`config.mk`:
```
export PLATFORM = sky130hd
export DESIGN_NAME = bank_burst_ctrl
export DESIGN_NICKNAME = d
export VERILOG_FILES = /design/src/rtl/bank_burst_ctrl.sv
export SDC_FILE = /design/constraint.sdc
export NUM_CORES = 1
export LEC_CHECK = 0
export ABC_AREA = 1
export BUFFER_PORTS_ARGS = -buffer_cell sky130_fd_sc_hd__buf_2
export CORE_ASPECT_RATIO = 1.75
export CORE_MARGIN = 3
export CORE_UTILIZATION = 51
export DETAILED_ROUTE_END_ITERATION = 16
export PLACE_DENSITY = 0.85
export REMOVE_ABC_BUFFERS = 1
export SETUP_SLACK_MARGIN = 0.3
export SLEW_MARGIN = 25
export SYNTH_ARGS = -nofsm -noshare
export SYNTH_HDL_FRONTEND = slang
export SYNTH_SLANG_ARGS = --single-unit
```
`constraint.sdc`:
```
create_clock -name clk -period 3.35 [get_ports clk]
set_input_delay 0.335 -clock clk [delete_from_list [all_inputs] [get_ports clk]]
set_output_delay 0.335 -clock clk [all_outputs]
set_load 0.02 [all_outputs]
```
`src/rtl/bank_burst_ctrl.sv`:
```
// Burst sequencer driving one single-port bank memory (sync write, registered read).
// Optional word counters stat_wr_words/stat_rd_words are enabled by BANK_BURST_CTRL_STATS_EN.
module bank_burst_ctrl #(
    parameter int WIDTH = 8,
    parameter int DEPTH = 2048,
    parameter int LEN_W = 4,
    localparam int AW   = $clog2(DEPTH)
) (
    input  logic             clk,
    input  logic             rst_n,
    input  logic             req_valid,
    output logic             req_ready,
    input  logic             req_wr,
    input  logic [AW-1:0]    req_addr,
    input  logic [LEN_W-1:0] req_len,
    input  logic             wdata_valid,
    output logic             wdata_ready,
    input  logic [WIDTH-1:0] wdata,
    output logic             rdata_valid,
    output logic [WIDTH-1:0] rdata,
    output logic             rdata_last,
    output logic             busy,
    output logic [AW-1:0]    mem_addr,
    output logic             mem_rd_o_wr,
    output logic [WIDTH-1:0] mem_i_data,
`ifdef BANK_BURST_CTRL_STATS_EN
    output logic [31:0]      stat_wr_words,
    output logic [31:0]      stat_rd_words,
`endif
    input  logic [WIDTH-1:0] mem_o_data
);

    typedef enum logic [1:0] {IDLE, WRITE, READ, DRAIN} state_t;

    state_t             state, state_next;
    logic [AW-1:0]      addr, addr_next, addr_inc;
    logic [LEN_W-1:0]   count, count_next;

    // Explicit wrap keeps the address modulo DEPTH even when DEPTH is not a power of two.
    assign addr_inc = (addr == AW'(DEPTH - 1)) ? '0 : addr + 1'b1;

    always_ff @(posedge clk or negedge rst_n) begin
        if (!rst_n) begin
            state <= IDLE;
            addr  <= '0;
            count <= '0;
        end else begin
            state <= state_next;
            addr  <= addr_next;
            count <= count_next;
        end
    end

    always_comb begin
        state_next  = state;
        addr_next   = addr;
        count_next  = count;
        req_ready   = 1'b0;
        wdata_ready = 1'b0;
        mem_rd_o_wr = 1'b0;
        mem_addr    = '0;
        mem_i_data  = '0;
        case (state)
            IDLE: begin
                req_ready = 1'b1;
                if (req_valid) begin
                    addr_next  = req_addr;
                    count_next = req_len;
                    state_next = req_wr ? WRITE : READ;
                end
            end
            WRITE: begin
                wdata_ready = 1'b1;
                mem_rd_o_wr = wdata_valid;
                mem_addr    = addr;
                mem_i_data  = wdata;
                if (wdata_valid) begin
                    addr_next  = addr_inc;
                    count_next = count - 1'b1;
                    if (count == '0) state_next = IDLE;
                end
            end
            READ: begin
                mem_addr   = addr;
                addr_next  = addr_inc;
                count_next = count - 1'b1;
                if (count == '0) state_next = DRAIN;
            end
            DRAIN: state_next = IDLE;
            default: state_next = IDLE;
        endcase
    end

    assign busy = (state != IDLE);

    // Memory output is already registered; gating with the valid flag keeps rdata at 0 otherwise.
    always_ff @(posedge clk or negedge rst_n) begin
        if (!rst_n) begin
            rdata_valid <= 1'b0;
            rdata_last  <= 1'b0;
        end else begin
            rdata_valid <= (state == READ);
            rdata_last  <= (state == READ) && (count == '0);
        end
    end

    assign rdata = rdata_valid ? mem_o_data : '0;

`ifdef BANK_BURST_CTRL_STATS_EN
    always_ff @(posedge clk or negedge rst_n) begin
        if (!rst_n) begin
            stat_wr_words <= '0;
            stat_rd_words <= '0;
        end else begin
            if (mem_rd_o_wr) stat_wr_words <= stat_wr_words + 1'b1;
            if (rdata_valid) stat_rd_words <= stat_rd_words + 1'b1;
        end
    end
`endif

endmodule

```
; ---- Yosys cells after proc, flatten, opt, wreduce, memory -nomap -nowiden
; Index checks and enable logic that the tools add are counted.
[word_totals]
reg_bits = 19
in_bits = 36
out_inout_bits = 33
wordCells = 42
[classes]
addsub = 2
eq_ne = 8
mux = 19
reduce_logical = 8
[ops]
columns = operator, n
row1 = $mux 11, 4
row2 = $pmux 11 s3, 1
row3 = $mux 8, 2
row4 = $pmux 4 s3, 1
row5 = $add 11x1->11 const B, 1
row6 = $eq 11x11->1 const B, 1
row7 = $mux 2, 5
row8 = $mux 4, 2
row9 = $ne 2x2->1 const B, 4
row10 = $pmux 2 s4, 1
row11 = $eq 2x2->1 const B, 2
row12 = $logic_not 4->1, 1
row13 = $reduce_and 4->1, 1
row14 = $sub 4x1->4 const B, 1
row15 = $mux 1, 3
row16 = $reduce_and 3->1, 1
row17 = $reduce_bool 3->1, 1
row18 = $eq 2x1->1 const B, 1
row19 = $logic_not 2->1, 1
row20 = $reduce_bool 2->1, 1
row21 = $reduce_or 2->1, 1
row22 = $logic_and 1x1->1, 1

; ---- Logic depth before layout (Yosys ltp)
[logic_depth]
word_depth = 4
mapped_depth = 10
ltp_nobuf = 9

; ---- Worst setup path before layout
; Ideal clock, no wire load.
[synth_path]
path_type = register to output
start = register state[0]
end = output mem_addr[0]
t_arrival_ps = 1349
required_time_ps = 3015
slack_ps = 1666
path_stages_with_launch = 7
n_path_buf = 2
path_cell_list = dfrtp_1 -> inv_1 -> ha_1 -> buf_2 -> buf_4 -> nand2_1 -> inv_1
[synth_between]
elab_chain_cells = 3
word_cells_on_any_way = 4
cone_classes = 2 x eq/ne / 1 x mux / 1 x reduce/logical
[synth_rtl]
columns = item, line
row1 = from (decl), 35  ; state_t state, state_next;
row2 = from (signal assigned), 48  ; state <= state_next;
row3 = $eq 2x2->1 / $eq 2x1->1 (equally long branches), 63  ; case (state)
row4 = $reduce_or 2->1 (no source line) (*), -
row5 = $mux 11 (*), 63
row6 = to (decl), 23  ; output logic [AW-1:0] mem_addr,
; Every way passes the cells marked *; elsewhere a longest branch is shown, timed or not.

; ---- Worst setup path in the final report
[layout_path]
start = register state[0]
end = output mem_addr[6]
; Same word-level chain as after synthesis.

==> results.toml <==
[status]
result_of_the_run = "finished clean"

[placement]
port_buffers = 68
dp_hpwl_um = 2951
gpl.final_weighted_congestion = 0.9230
place_area_um2 = 1886

[setup_path]
critical_path.reg2reg.endpoint = "addr[6]"
critPathRequiredTime_ns = 3.01
crit_type = "register to output port"
worst_ep_arrival_time_ns = 1.89
minimum_setup_slack_among_reg_to_reg_paths_ns = 1.40
worst_path_largest_cell_delay_ns = 0.72
critical_path.max_fanout = 22
crit_path_capture_type = "output port"
reg2reg_depth = 7
timing.critical_path.from_type = "register"
worst_r2r_startpoint = "state[0]"
worstPathCellList = "inv_1, ha_1, nand2_1, inv_1, buf_2"
cp_max_stage_cell = "sky130_fd_sc_hd__ha_1"
crit_top_cell = "sky130_fd_sc_hd__inv_1"

[floorplanning]
initial_core_util_pct = 55.29
core_region_area_um2 = 2815
floorplan.io_pins = 69
die-area_um2 = 3777
placementRows = 25
fp.dieH_um = 79.08
dieWidth_um = 47.76

[timing]
final.setup_skew_ns = 0.006461
sum_of_negative_setup_slack_ns = 0
final-setup-viol-count = 0
final.min_clock_period_ns = 2.225
maxClockFrequency_ghz = 0.4494
finalHoldViolations = 0
finalMaxSlewViolations = 0
final_period_utilization_pct = 66.43
max-slew-margin-rel_pct = 56.26
holdWs_ns = 0.003323
worstMarginPinSlew_ns = 0.6561
rsz0062_at_grt = "false"

[logic_synthesis]
synth_area_per_cell_um2 = 6.432
synth-compound-area-share_pct = 12.22
synthDominantCellAreaShare_pct = 30.55
yosys-top-cells-area = "sky130_fd_sc_hd__dfrtp_1 (31%), sky130_fd_sc_hd__nand2_1 (19%), sky130_fd_sc_hd__inv_1 (13%)"
synth.yosys.seq_area_share_pct = 30.55
synth_edf_count = 0
yosys_warnings = 0
synth_adder_area_share_pct = 5.627
synth_area_leader_cell = "sky130_fd_sc_hd__dfrtp_1"
postSynth.asyncResetShare_pct = 100.0
postSynth.topFlopCell = "sky130_fd_sc_hd__dfrtp_1"
synth.cell_area_um2 = 1556
synth_top_family_by_area = "simple AND/OR/NAND/NOR gates"
synth_simple_gate_area_share_pct = 33.60
synth.ff_latch_count = 19
post_synth_xor_area_fraction_pct = 1.125
distinct_cells_synth = 29
post_synth_inst_count = 242
synth.mux.area_fraction_pct = 0

[layout]
design_area_final_um2 = 1932
num-fill-cells = 279
area_delta_synth_final_pct = 24.12
num_antenna_cells = 0
layout_cells_sized_above_1_pct = 30.29
nets = 351
utilization_after_layout_pct = 68.62

[detailed_routing]
first_pass_iters = 4
detail_route.wirelength_um = 3676
drcViolationCount = 0
drt_first_iter_violations = 30
ant_nets = 0
drt-wirelength-per-cell_um = 11.01
route.detailed.vias_per_inst = 4.856
route.vias.total = 1622

[clock_tree]
ctsResizeCount = 0
clk_pin_slew_ns = 0.08
ctsHoldBuffers = 0
clock_insertion_delay_at_the_later_pin_of_the_skew_report_ns = 0.26
cts_buffer_depth = 2
htreeDepth = 1
numClockSinks = 19
post-cts-setup-buffer-count = 0
cts_tree = "yes"
cts_buffers = 3
clock-root-buffer = "sky130_fd_sc_hd__clkbuf_8"

[global_route]
grt_start_max_net_pins = 23
wire_length_of_the_first_global_routing_pass_um = 6113
global_route.usage.total_pct = 21.58
via_count_of_the_first_global_routing_pass = 1565
overflow = 0
antenna_violations_before_repair = 0

[hold_path]
hold_path.class = "input pin to asynchronous set/reset pin"

[pwr]
post-layout-total-power_mw = 2.174
vdd.ir_drop.worst_mv = 0.5435
power.density_nw_per_um2 = 1125
leakagePower_nw = 1.301

[run]
maxCapViolCount = 0
-- final cells by class --
cell class / count / area (µm²) / area share [%]
clock buffers: 3 / 41.29 / 2.137
clock inverters: 1 / 5.005 / 0.2591
inverters: 58 / 217.7 / 11.27
multi-input cells: 158 / 818.3 / 42.36
flip-flops and latches: 19 / 475.5 / 24.61
well taps: 27 / 33.78 / 1.749
repair buffers: 68 / 340.3 / 17.62
-- cells in the final DEF, fill, tap and decap left out, types with 2 or more instances in the layout --
master and n:
sky130_fd_sc_hd__a21boi_1 3, sky130_fd_sc_hd__a21oi_1 6, sky130_fd_sc_hd__a21oi_2 2, sky130_fd_sc_hd__buf_2 68, sky130_fd_sc_hd__clkbuf_8 3, sky130_fd_sc_hd__dfrtp_1 19, sky130_fd_sc_hd__ha_1 7, sky130_fd_sc_hd__inv_1 53
sky130_fd_sc_hd__inv_2 5, sky130_fd_sc_hd__nand2_1 79, sky130_fd_sc_hd__nand2_2 4, sky130_fd_sc_hd__nand3_1 7, sky130_fd_sc_hd__nand3_2 2, sky130_fd_sc_hd__nand4_1 2, sky130_fd_sc_hd__nor2_1 15, sky130_fd_sc_hd__nor2_2 3
sky130_fd_sc_hd__nor2_4 3, sky130_fd_sc_hd__o211ai_1 2, sky130_fd_sc_hd__o21ai_0 6, sky130_fd_sc_hd__o21ai_1 9, sky130_fd_sc_hd__xor2_1 2
-- registers in the layout, indices dropped and copies added, names as in the netlist --
name / count
rdata_last: 1
count: 4
state: 2
addr: 11
rdata_valid: 1
-- through the flow --
stage | setup WS, ns | cells
detailed placement | 1.379 | 330
floorplan | 1.647 | 235
global placement | 1.436 | 330
finish | 1.125 | 334
global route | 0.9545 | 334
CTS | 1.104 | 334
-- report_power, final --
part	internal, mW	total [mW]	switching (mW)
Clock	0.0829	0.163	0.0800
Combinational	0.517	1.54	1.02
Sequential	0.356	0.475	0.119
-- worst max-delay path by stage --
stage	from	to	slack, ns
detailed placement	state[0]	addr[6]	1.38
global placement	state[0]	mem_addr[6]	1.44
finish	state[0]	mem_addr[6]	1.12
floorplan	state[1]	addr[1]	1.65
CTS	state[0]	mem_addr[6]	1.10
global route	state[0]	mem_addr[6]	0.95
-- synthesized netlist by cell type (3+ instances only) --
cell / number
sky130_fd_sc_hd__nand3_1: 7
sky130_fd_sc_hd__o21ai_0: 6
sky130_fd_sc_hd__inv_2: 5
sky130_fd_sc_hd__nor2_4: 3
sky130_fd_sc_hd__nor2_2: 3
sky130_fd_sc_hd__a21boi_1: 3
sky130_fd_sc_hd__nand2_1: 79
sky130_fd_sc_hd__ha_1: 7
sky130_fd_sc_hd__inv_1: 53
sky130_fd_sc_hd__a21oi_1: 6
sky130_fd_sc_hd__dfrtp_1: 19
sky130_fd_sc_hd__nor2_1: 15
sky130_fd_sc_hd__nand2_2: 4
sky130_fd_sc_hd__o21ai_1: 9
sky130_fd_sc_hd__buf_2: 3
-- kinds of logic after synthesis --
logic type | after synthesis
AO/OA/AOI/OAI | 31
XOR/XNOR | 2
adder cells (fa/ha/maj) | 7
buffers and inverters | 65
flip-flops | 19
AND/OR/NAND/NOR | 118
-- critical path: cells and delay by family (launching register included) --
family,cells,cell delay [ns]
adders and majority gates,1,0.72
buffers and inverters,3,0.34
DFF,1,0.40
and+or+nand+nor,1,0.18
-- layer usage --
layer	vias up	track usage [%]	part of all wire, %
li1	844	-	-
met1	712	21.12	36
met2	61	41.78	55
met3	5	2.268	7.6
met4	0	7.547	1.3
met5	-	0	0
No activity file was read; power rests on OpenSTA's default activity.
